<file path="config.mk">
export PLATFORM = sky130hd
export DESIGN_NAME = aes_core_arbiter_flat
export DESIGN_NICKNAME = d
export VERILOG_FILES = /design/src/rtl/aes_core_arbiter_if.sv /design/src/rtl/aes_core_arbiter.sv /design/src/flat_wrapper.sv
export SDC_FILE = /design/constraint.sdc
export NUM_CORES = 1
export LEC_CHECK = 0
export ABC_CLOCK_PERIOD_IN_PS = 2100
export BUFFER_PORTS_ARGS = -buffer_cell sky130_fd_sc_hd__buf_2
export CAP_MARGIN = 20
export CORE_AREA = 10 10 403 405
export CTS_CLUSTER_DIAMETER = 50
export DETAILED_ROUTE_END_ITERATION = 6
export DIE_AREA = 0 0 413 415
export GPL_TIMING_DRIVEN = 0
export PLACE_DENSITY = 0.36
export RECOVER_POWER = 50
export SLEW_MARGIN = 20
export SYNTH_ARGS = -nofsm -noshare
export SYNTH_HDL_FRONTEND = slang
export SYNTH_SLANG_ARGS = --single-unit
</file>
<file path="constraint.sdc">
create_clock -name clk -period 2.1 [get_ports clk]
set_input_delay 0.21 -clock clk [delete_from_list [all_inputs] [get_ports clk]]
set_output_delay 0.21 -clock clk [all_outputs]
set_load 0.02 [all_outputs]
</file>
<file path="src/rtl/aes_core_arbiter_if.sv">
// Requester and response channels between two AES clients and the shared-core arbiter.
interface aes_core_arbiter_if;
    logic         req0_valid;
    logic         req0_ready;
    logic [127:0] req0_text;
    logic [127:0] req0_key;
    logic         req1_valid;
    logic         req1_ready;
    logic [127:0] req1_text;
    logic [127:0] req1_key;
    logic         resp_valid;
    logic         resp_ready;
    logic [127:0] resp_cipher;
    logic         resp_id;

    modport master (
        output req0_valid, req0_text, req0_key,
        output req1_valid, req1_text, req1_key,
        output resp_ready,
        input  req0_ready, req1_ready,
        input  resp_valid, resp_cipher, resp_id
    );

    modport slave (
        input  req0_valid, req0_text, req0_key,
        input  req1_valid, req1_text, req1_key,
        input  resp_ready,
        output req0_ready, req1_ready,
        output resp_valid, resp_cipher, resp_id
    );
endinterface

</file>
<file path="src/rtl/aes_core_arbiter.sv">
// Round-robin sequencer sharing one combinational AES-128 core between two requesters,
// holding the core operands for a multicycle settle window before capturing the cipher.
module aes_core_arbiter #(
    parameter int unsigned SETTLE_CYCLES = 4
) (
    input  logic                clk,
    input  logic                rst,
    aes_core_arbiter_if.slave   bus,
    output logic [127:0]        core_plain_text,
    output logic [127:0]        core_key,
    input  logic [127:0]        core_cipher,
    output logic                busy,
    output logic [15:0]         done_count
);

    localparam int unsigned      CNT_W    = $clog2(SETTLE_CYCLES + 1);
    localparam logic [CNT_W-1:0] CNT_LOAD = CNT_W'(SETTLE_CYCLES - 1);
    localparam logic [CNT_W-1:0] CNT_ONE  = CNT_W'(1);
    localparam logic [CNT_W-1:0] CNT_ZERO = '0;

    typedef enum logic [1:0] {
        ST_IDLE = 2'd0,
        ST_WAIT = 2'd1,
        ST_RESP = 2'd2
    } state_t;

    state_t             state_q, state_d;
    logic               last_grant_q, last_grant_d;
    logic [CNT_W-1:0]   cnt_q, cnt_d;
    logic [127:0]       core_text_q, core_text_d;
    logic [127:0]       core_key_q, core_key_d;
    logic [127:0]       resp_cipher_q, resp_cipher_d;
    logic               resp_id_q, resp_id_d;
    logic               resp_valid_q, resp_valid_d;
    logic               busy_q, busy_d;
    logic [15:0]        done_count_q, done_count_d;

    logic               grant0_s;
    logic               grant1_s;
    logic               accept_s;
    logic               winner_s;

    // Arbitration: on contention the requester that did not win last time goes first.
    always_comb begin
        grant0_s = 1'b0;
        grant1_s = 1'b0;
        if ((state_q == ST_IDLE) && !rst) begin
            if (bus.req0_valid && bus.req1_valid) begin
                grant0_s = last_grant_q;
                grant1_s = !last_grant_q;
            end else begin
                grant0_s = bus.req0_valid;
                grant1_s = bus.req1_valid;
            end
        end else begin
            grant0_s = 1'b0;
            grant1_s = 1'b0;
        end
    end

    assign accept_s = grant0_s | grant1_s;
    assign winner_s = grant1_s;

    // Sequencer next state: load operands, count down the settle window, hold the response.
    always_comb begin
        state_d       = state_q;
        last_grant_d  = last_grant_q;
        cnt_d         = cnt_q;
        core_text_d   = core_text_q;
        core_key_d    = core_key_q;
        resp_cipher_d = resp_cipher_q;
        resp_id_d     = resp_id_q;
        resp_valid_d  = resp_valid_q;
        busy_d        = busy_q;
        done_count_d  = done_count_q;
        case (state_q)
            ST_IDLE: begin
                if (accept_s) begin
                    state_d      = ST_WAIT;
                    last_grant_d = winner_s;
                    resp_id_d    = winner_s;
                    cnt_d        = CNT_LOAD;
                    busy_d       = 1'b1;
                    if (winner_s) begin
                        core_text_d = bus.req1_text;
                        core_key_d  = bus.req1_key;
                    end else begin
                        core_text_d = bus.req0_text;
                        core_key_d  = bus.req0_key;
                    end
                end else begin
                    state_d = ST_IDLE;
                end
            end
            ST_WAIT: begin
                if (cnt_q != CNT_ZERO) begin
                    cnt_d = cnt_q - CNT_ONE;
                end else begin
                    resp_cipher_d = core_cipher;
                    resp_valid_d  = 1'b1;
                    state_d       = ST_RESP;
                end
            end
            ST_RESP: begin
                if (bus.resp_ready) begin
                    resp_valid_d = 1'b0;
                    busy_d       = 1'b0;
                    done_count_d = done_count_q + 16'd1;
                    state_d      = ST_IDLE;
                end else begin
                    state_d = ST_RESP;
                end
            end
            default: begin
                state_d      = ST_IDLE;
                resp_valid_d = 1'b0;
                busy_d       = 1'b0;
            end
        endcase
    end

    // State register; reset drops any in-flight operation without a response.
    always_ff @(posedge clk) begin
        if (rst) begin
            state_q       <= ST_IDLE;
            last_grant_q  <= 1'b1;
            cnt_q         <= CNT_ZERO;
            core_text_q   <= 128'd0;
            core_key_q    <= 128'd0;
            resp_cipher_q <= 128'd0;
            resp_id_q     <= 1'b0;
            resp_valid_q  <= 1'b0;
            busy_q        <= 1'b0;
            done_count_q  <= 16'd0;
        end else begin
            state_q       <= state_d;
            last_grant_q  <= last_grant_d;
            cnt_q         <= cnt_d;
            core_text_q   <= core_text_d;
            core_key_q    <= core_key_d;
            resp_cipher_q <= resp_cipher_d;
            resp_id_q     <= resp_id_d;
            resp_valid_q  <= resp_valid_d;
            busy_q        <= busy_d;
            done_count_q  <= done_count_d;
        end
    end

    assign bus.req0_ready   = grant0_s;
    assign bus.req1_ready   = grant1_s;
    assign bus.resp_valid   = resp_valid_q;
    assign bus.resp_cipher  = resp_cipher_q;
    assign bus.resp_id      = resp_id_q;
    assign core_plain_text  = core_text_q;
    assign core_key         = core_key_q;
    assign busy             = busy_q;
    assign done_count       = done_count_q;

endmodule

</file>
<file path="src/flat_wrapper.sv">
// flat-port wrapper written by rule: the top's interface ports become plain ports
module aes_core_arbiter_flat 
#(
    parameter int unsigned SETTLE_CYCLES = 4
)
  (clk, rst, core_plain_text, core_key, core_cipher, busy, done_count, bus_req0_valid, bus_req0_text, bus_req0_key, bus_req1_valid, bus_req1_text, bus_req1_key, bus_resp_ready, bus_req0_ready, bus_req1_ready, bus_resp_valid, bus_resp_cipher, bus_resp_id);
  aes_core_arbiter_if bus_i ();
  input  logic clk;
  input  logic rst;
  output logic [127:0] core_plain_text;
  output logic [127:0] core_key;
  input  logic [127:0] core_cipher;
  output logic busy;
  output logic [15:0] done_count;
  input wire logic [$bits(bus_i.req0_valid)-1:0] bus_req0_valid;
  input wire logic [$bits(bus_i.req0_text)-1:0] bus_req0_text;
  input wire logic [$bits(bus_i.req0_key)-1:0] bus_req0_key;
  input wire logic [$bits(bus_i.req1_valid)-1:0] bus_req1_valid;
  input wire logic [$bits(bus_i.req1_text)-1:0] bus_req1_text;
  input wire logic [$bits(bus_i.req1_key)-1:0] bus_req1_key;
  input wire logic [$bits(bus_i.resp_ready)-1:0] bus_resp_ready;
  output wire logic [$bits(bus_i.req0_ready)-1:0] bus_req0_ready;
  output wire logic [$bits(bus_i.req1_ready)-1:0] bus_req1_ready;
  output wire logic [$bits(bus_i.resp_valid)-1:0] bus_resp_valid;
  output wire logic [$bits(bus_i.resp_cipher)-1:0] bus_resp_cipher;
  output wire logic [$bits(bus_i.resp_id)-1:0] bus_resp_id;
  assign bus_i.req0_valid = bus_req0_valid;
  assign bus_i.req0_text = bus_req0_text;
  assign bus_i.req0_key = bus_req0_key;
  assign bus_i.req1_valid = bus_req1_valid;
  assign bus_i.req1_text = bus_req1_text;
  assign bus_i.req1_key = bus_req1_key;
  assign bus_i.resp_ready = bus_resp_ready;
  assign bus_req0_ready = bus_i.req0_ready;
  assign bus_req1_ready = bus_i.req1_ready;
  assign bus_resp_valid = bus_i.resp_valid;
  assign bus_resp_cipher = bus_i.resp_cipher;
  assign bus_resp_id = bus_i.resp_id;
  aes_core_arbiter #(.SETTLE_CYCLES(SETTLE_CYCLES)) u_core (.clk(clk), .rst(rst), .bus(bus_i), .core_plain_text(core_plain_text), .core_key(core_key), .core_cipher(core_cipher), .busy(busy), .done_count(done_count));
endmodule
</file>
Word-level counts from Yosys, hierarchy flattened. Index checks and enable logic that the tools add are counted.

Logic and storage cells: 53. ROM bits: 0. Input port bits: 645. Memory bits (writable): 0. Bits in latches: 0. Memories kept: 0. Register bits after elaboration: 409. Output and inout port bits: 405.

Multiply operators: 0. Shift operators: 0. Eq/ne operators: 6. Muxes and demuxes: 18. Magnitude comparators: 0. Div/mod/pow operators: 0. Add/sub/neg operators: 2. Bitwise gates (word level): 4. Reductions and logical operators: 13.

Operators by type and width (number): two-way mux 128 bit (2); adder 16 x 1 -> 16 bit, second input constant (1); AND reduction 3 bit (3); two-way mux 1 bit (8); two-way mux 3 bit (2); case mux 1 bit (3 select lines) (2); case mux 2 bit (3 select lines) (1); case mux 3 bit (2 select lines) (1); AND reduction 2 bit (3); two-way mux 2 bit (2); inequality test 2 x 1 -> 1 bit, second input constant (2); inequality test 2 bit, second input constant (2); NOT 1 bit (3); nonzero test 3 bit (1); subtractor 3 x 1 -> 3 bit, second input constant (1); == test 2 x 1 -> 1 bit, second input constant (1); == test 2 bit, second input constant (1); logical AND 1 bit (2); zero test 1 bit (2); zero test 2 bit (1); nonzero test 2 bit (1); bitwise OR 1 bit (1).

Depth between registers and ports, before layout.
Depth in word-level cells: 6. Mapped depth: 8. Mapped depth without buffers: 6.

Worst setup path before layout. Ideal clock, no wire load.

Kind: register to register. Start: register u_core.done_count_q[0], in the netlist u_core.done_count[0]. End: register u_core.done_count_q[12], in the netlist u_core.done_count[12]. Slack: 0.383 ns. Required time: 2.030 ns. Library setup time: 0.070 ns. Stages on the path, launching flop included: 7. Path buffers: 1. Period minus slack after synthesis: 1.717 ns. Arrival time: 1.646 ns. Cell sequence: dfxtp_1 > ha_1 > and4b_1 > clkbuf_4 > nand2_4 > or4_1 > a21oi_1.

Word-level cells in the longest chain between the ends: 1.

RTL lines: start: declaration (line aes_core_arbiter.sv:36) `logic [15:0] done_count_q, done_count_d;`; start signal: assignment (line aes_core_arbiter.sv:145) `done_count_q <= done_count_d;`; adder 16 x 1 -> 16 bit (line aes_core_arbiter.sv:108) `done_count_d = done_count_q + 16'd1;`.

Every way passes these cells. A chain may end at the register's enable or synchronous reset.

Worst setup path after layout.
Start: register u_core.state_q[0]. End: output port bus_req1_ready.

Word-level cells in the longest chain between the ends: 3.

RTL lines: start: declaration (line aes_core_arbiter.sv:27) `state_t state_q, state_d;`; start signal: assignment (line aes_core_arbiter.sv:136) `state_q <= state_d;`; zero test 2 bit (line aes_core_arbiter.sv:47) `if ((state_q == ST_IDLE) && !rst) begin`; logical AND 1 bit (line aes_core_arbiter.sv:47); two-way mux 1 bit (line aes_core_arbiter.sv:47); end: declaration (line flat_wrapper.sv:23) `output wire logic [$bits(bus_i.req1_ready)-1:0] bus_req1_ready;`.

Every way passes these cells.

==> reports/results.tsv <==
metric	value	unit
synthesized net count	2757	
Avg WL per Cell	24.9	um
Core Util, Final	22.0	%
Reg clk slew, reported paths	0.05	ns
Yosys reg bits	409	
final wirelength	150000	um
Worst Path Arrival	1.91	ns
Async S/R FF share, synth	0	%
Port-buffer cells	1048	
Pwr Density	847	nW/um^2
number of I/O pins	1050	
layout cells sized above 1	25.3	%
HP Class	in -> reg	
vias in the first global route	24200	
dpl cells	5202	
WHS Endpoint	u_core.busy	
RSZ-0062 raised after global routing	yes	
Cell Rows	144	
nets	4538	
Least-Margin Pin Slew	0.867	ns
HP Start	bus_req1_valid	
CORE AREA	154000	um^2
Yosys warning count	0	
Vias/cell	3.83	
Cell Area, Synth	16700	um^2
initial core utilization	10.9	%
Worst setup SP type	register	
Max Freq	0.472	GHz
Total Power Consumption	28.7	mW
Max FO, Critical Path	3	
Die Width	413	um
total CTS buffers	77	
gr usage total	16.6	%
most frequent cell after synthesis	nand2_1	
R2R setup slack	0.02	ns
Seq/Total Area, Yosys	48.9	%
Post-synth EDFFs	0	
setup violators final	1	
Period Utilization, post-route	101	%
initial antenna violation count	22	
antenna-violating nets left	0	
CP max stage cell	dfxtp_4	
Skew-Pair Late Insertion Delay	0.68	ns
slew margin rel.	42.2	%
Synth Area per Inst	7.94	um^2
count of max-cap constraint violations	0	
status	finished with violations	
clock root buffer	clkbuf_16	
Critical R2R Launch	u_core.state_q[0]	
CP Class	reg -> out	
final hold violations	0	
global-route wire length before repair	202000	um
RD Place Congestion	0.942	
crit end category	output pin	
Num Clock Sinks	409	
critical path cell sequence	nor3_4 > buf_12 > nand3_4 > inv_8 > buf_16 > buf_8	
Final Non-Filler Cells	6005	
die height	415	um
leakage power	13.6	nW
drt pass-1 iters	5	
Final Skew	0.0504	ns
Starting DRT DRC Count	1463	
WP data required	1.89	ns
total count of max-transition violations in the final report	0	
top cell type by total area after synthesis	dfxtp_1	
most frequent cells after synthesis	nand2_1, dfxtp_1, nor2_1	
count of different cell masters after synthesis	43	
CTS tree	built	
maximum root-to-sink buffer count	3	
Setup WS pre-CTS	-1.04	ns
total die area	171000	um^2
fin crit period	2.12	ns
main flop type after synthesis	dfxtp_1	
Clock H-tree levels	3	
DRC	0	
CP peak stage delay	0.35	ns
VDD IR max	0.000533	V
HPWL after DPL	124000	um
reg2reg path depth	8	
GR Overflow Total	0	
DR vias	23000	
P&R area growth vs syn	102	%
largest net degree at the start of global routing	14	
failing checks	negative setup slack	
synth top area cells	dfxtp_1, nand2_1, a311oi_1	
Worst Hold Path Cells	4	
top-area cell type share of the netlist area	48.9	%
Reg-to-Reg End	u_core.core_key[125]	
final worst setup slack	-0.0165	ns
cell count after synthesis	2109	
metal layers:
metal	part of all wire (%)	vias up	wire length [um]	track usage [%]
met3	7.3	213	10900	4.43
met5	0.057	-	86	0
met1	42	11000	62600	20.3
li1	-	10800	-	-
met4	4.6	18	6820	6.82
met2	46	932	69300	27.5
worst max path at each step:
stage                               startpoint                     to  slack (ns)  depth (start not counted)
after floorplan           u_core.done_count[0]  u_core.done_count[12]        0.38                          6
after global placement       u_core.state_q[1]   u_core.core_key[125]       -1.06                          6
after detailed placement     u_core.state_q[1]   u_core.core_key[125]       -1.04                          6
after CTS                    u_core.state_q[0]         bus_req1_ready       -0.18                          6
after global routing         u_core.state_q[0]         bus_req1_ready       -0.16                          6
final                        u_core.state_q[0]         bus_req1_ready       -0.02                          6
critical path, delay by kind of cell, from the launching register on:
| kind | cells | cell delay (ns) |
|---|---|---|
| flops | 1 | 0.35 |
| simple gates | 2 | 0.32 |
| buf+inv | 4 | 0.52 |
cell families (layout without fill, tap and decap cells):
group	count (synthesis)	count (layout)	share of synthesized area, %
compound gates	404	404	19.3
xor+xnor	11	11	0.575
fa+ha+maj	3	3	0.224
buf+inv	194	2039	5.84
flops	409	409	48.9
mux	1	1	0.0598
other cells	0	7	0
simple gates	1087	1087	25.1
repair_timing:
action / 4_1_cts / 5_1_grt
hold buffers: 643 / 0
pin swaps: 1 / 1
setup buffers: 8 / 1
gates cloned: 0 / 1
gates resized for setup: 100 / 90
setup endpoints to repair: 376 / 238
hold endpoints to repair: 389 / 0
power breakdown:
part / leakage, nW / internal [mW] / switching (mW)
combinational: 8.94 / 2.47 / 4.14
clock: 1.32 / 8.08 / 5.13
sequential: 3.36 / 8.44 / 0.447
total: 13.6 / 19.0 / 9.72
cell usage in the layout, fill, tap and decap left out, types with 8 or more instances in the layout:
cell and count:
clkinv_2 11, buf_2 679, clkbuf_2 19, clkbuf_1 440
dlygate4sd3_1 643, clkbuf_8 12, buf_6 36, nor2_1 273
clkbuf_16 78, buf_12 8, a21oi_1 137, nand2_1 773
a311oi_1 213, buf_4 41, inv_6 10, clkbuf_4 23
dfxtp_1 407, a311oi_2 43
stage by stage:
step           hold slack [ns]  setup TNS, ns  cell area (um^2)
2_1_floorplan            0.346              0             16700
3_3_place_gp             0.440        -248.51             24500
3_5_place_dp             0.445        -231.01             24600
4_1_cts                 0.0187          -3.53             34100
5_1_grt                 0.0812         -0.422             33900
6_report                 0.116        -0.0165             33900
sequential cells by signal, indices dropped and copies added (netlist names):
register / cells
u_core.bus.resp_cipher: 128
u_core.core_key: 128
u_core.core_plain_text: 128
u_core.done_count: 16
u_core.cnt_q: 3
u_core.state_q: 2
u_core.bus.resp_id: 1
u_core.bus.resp_valid: 1
u_core.busy: 1
u_core.last_grant_q: 1
cell type report:
type                       count  area (um^2)
fill                       17500       120000
timing repair buffer        1702        11400
sequential                   409         8190
multi-input combinational   1506         7640
tap                         2044         2560
clock buffer                  97         2120
buffer                       190         1380
clock inverter                46          604
inverter                       4         22.5
antenna                        7         17.5
No activity file was read; power rests on OpenSTA's default activity.
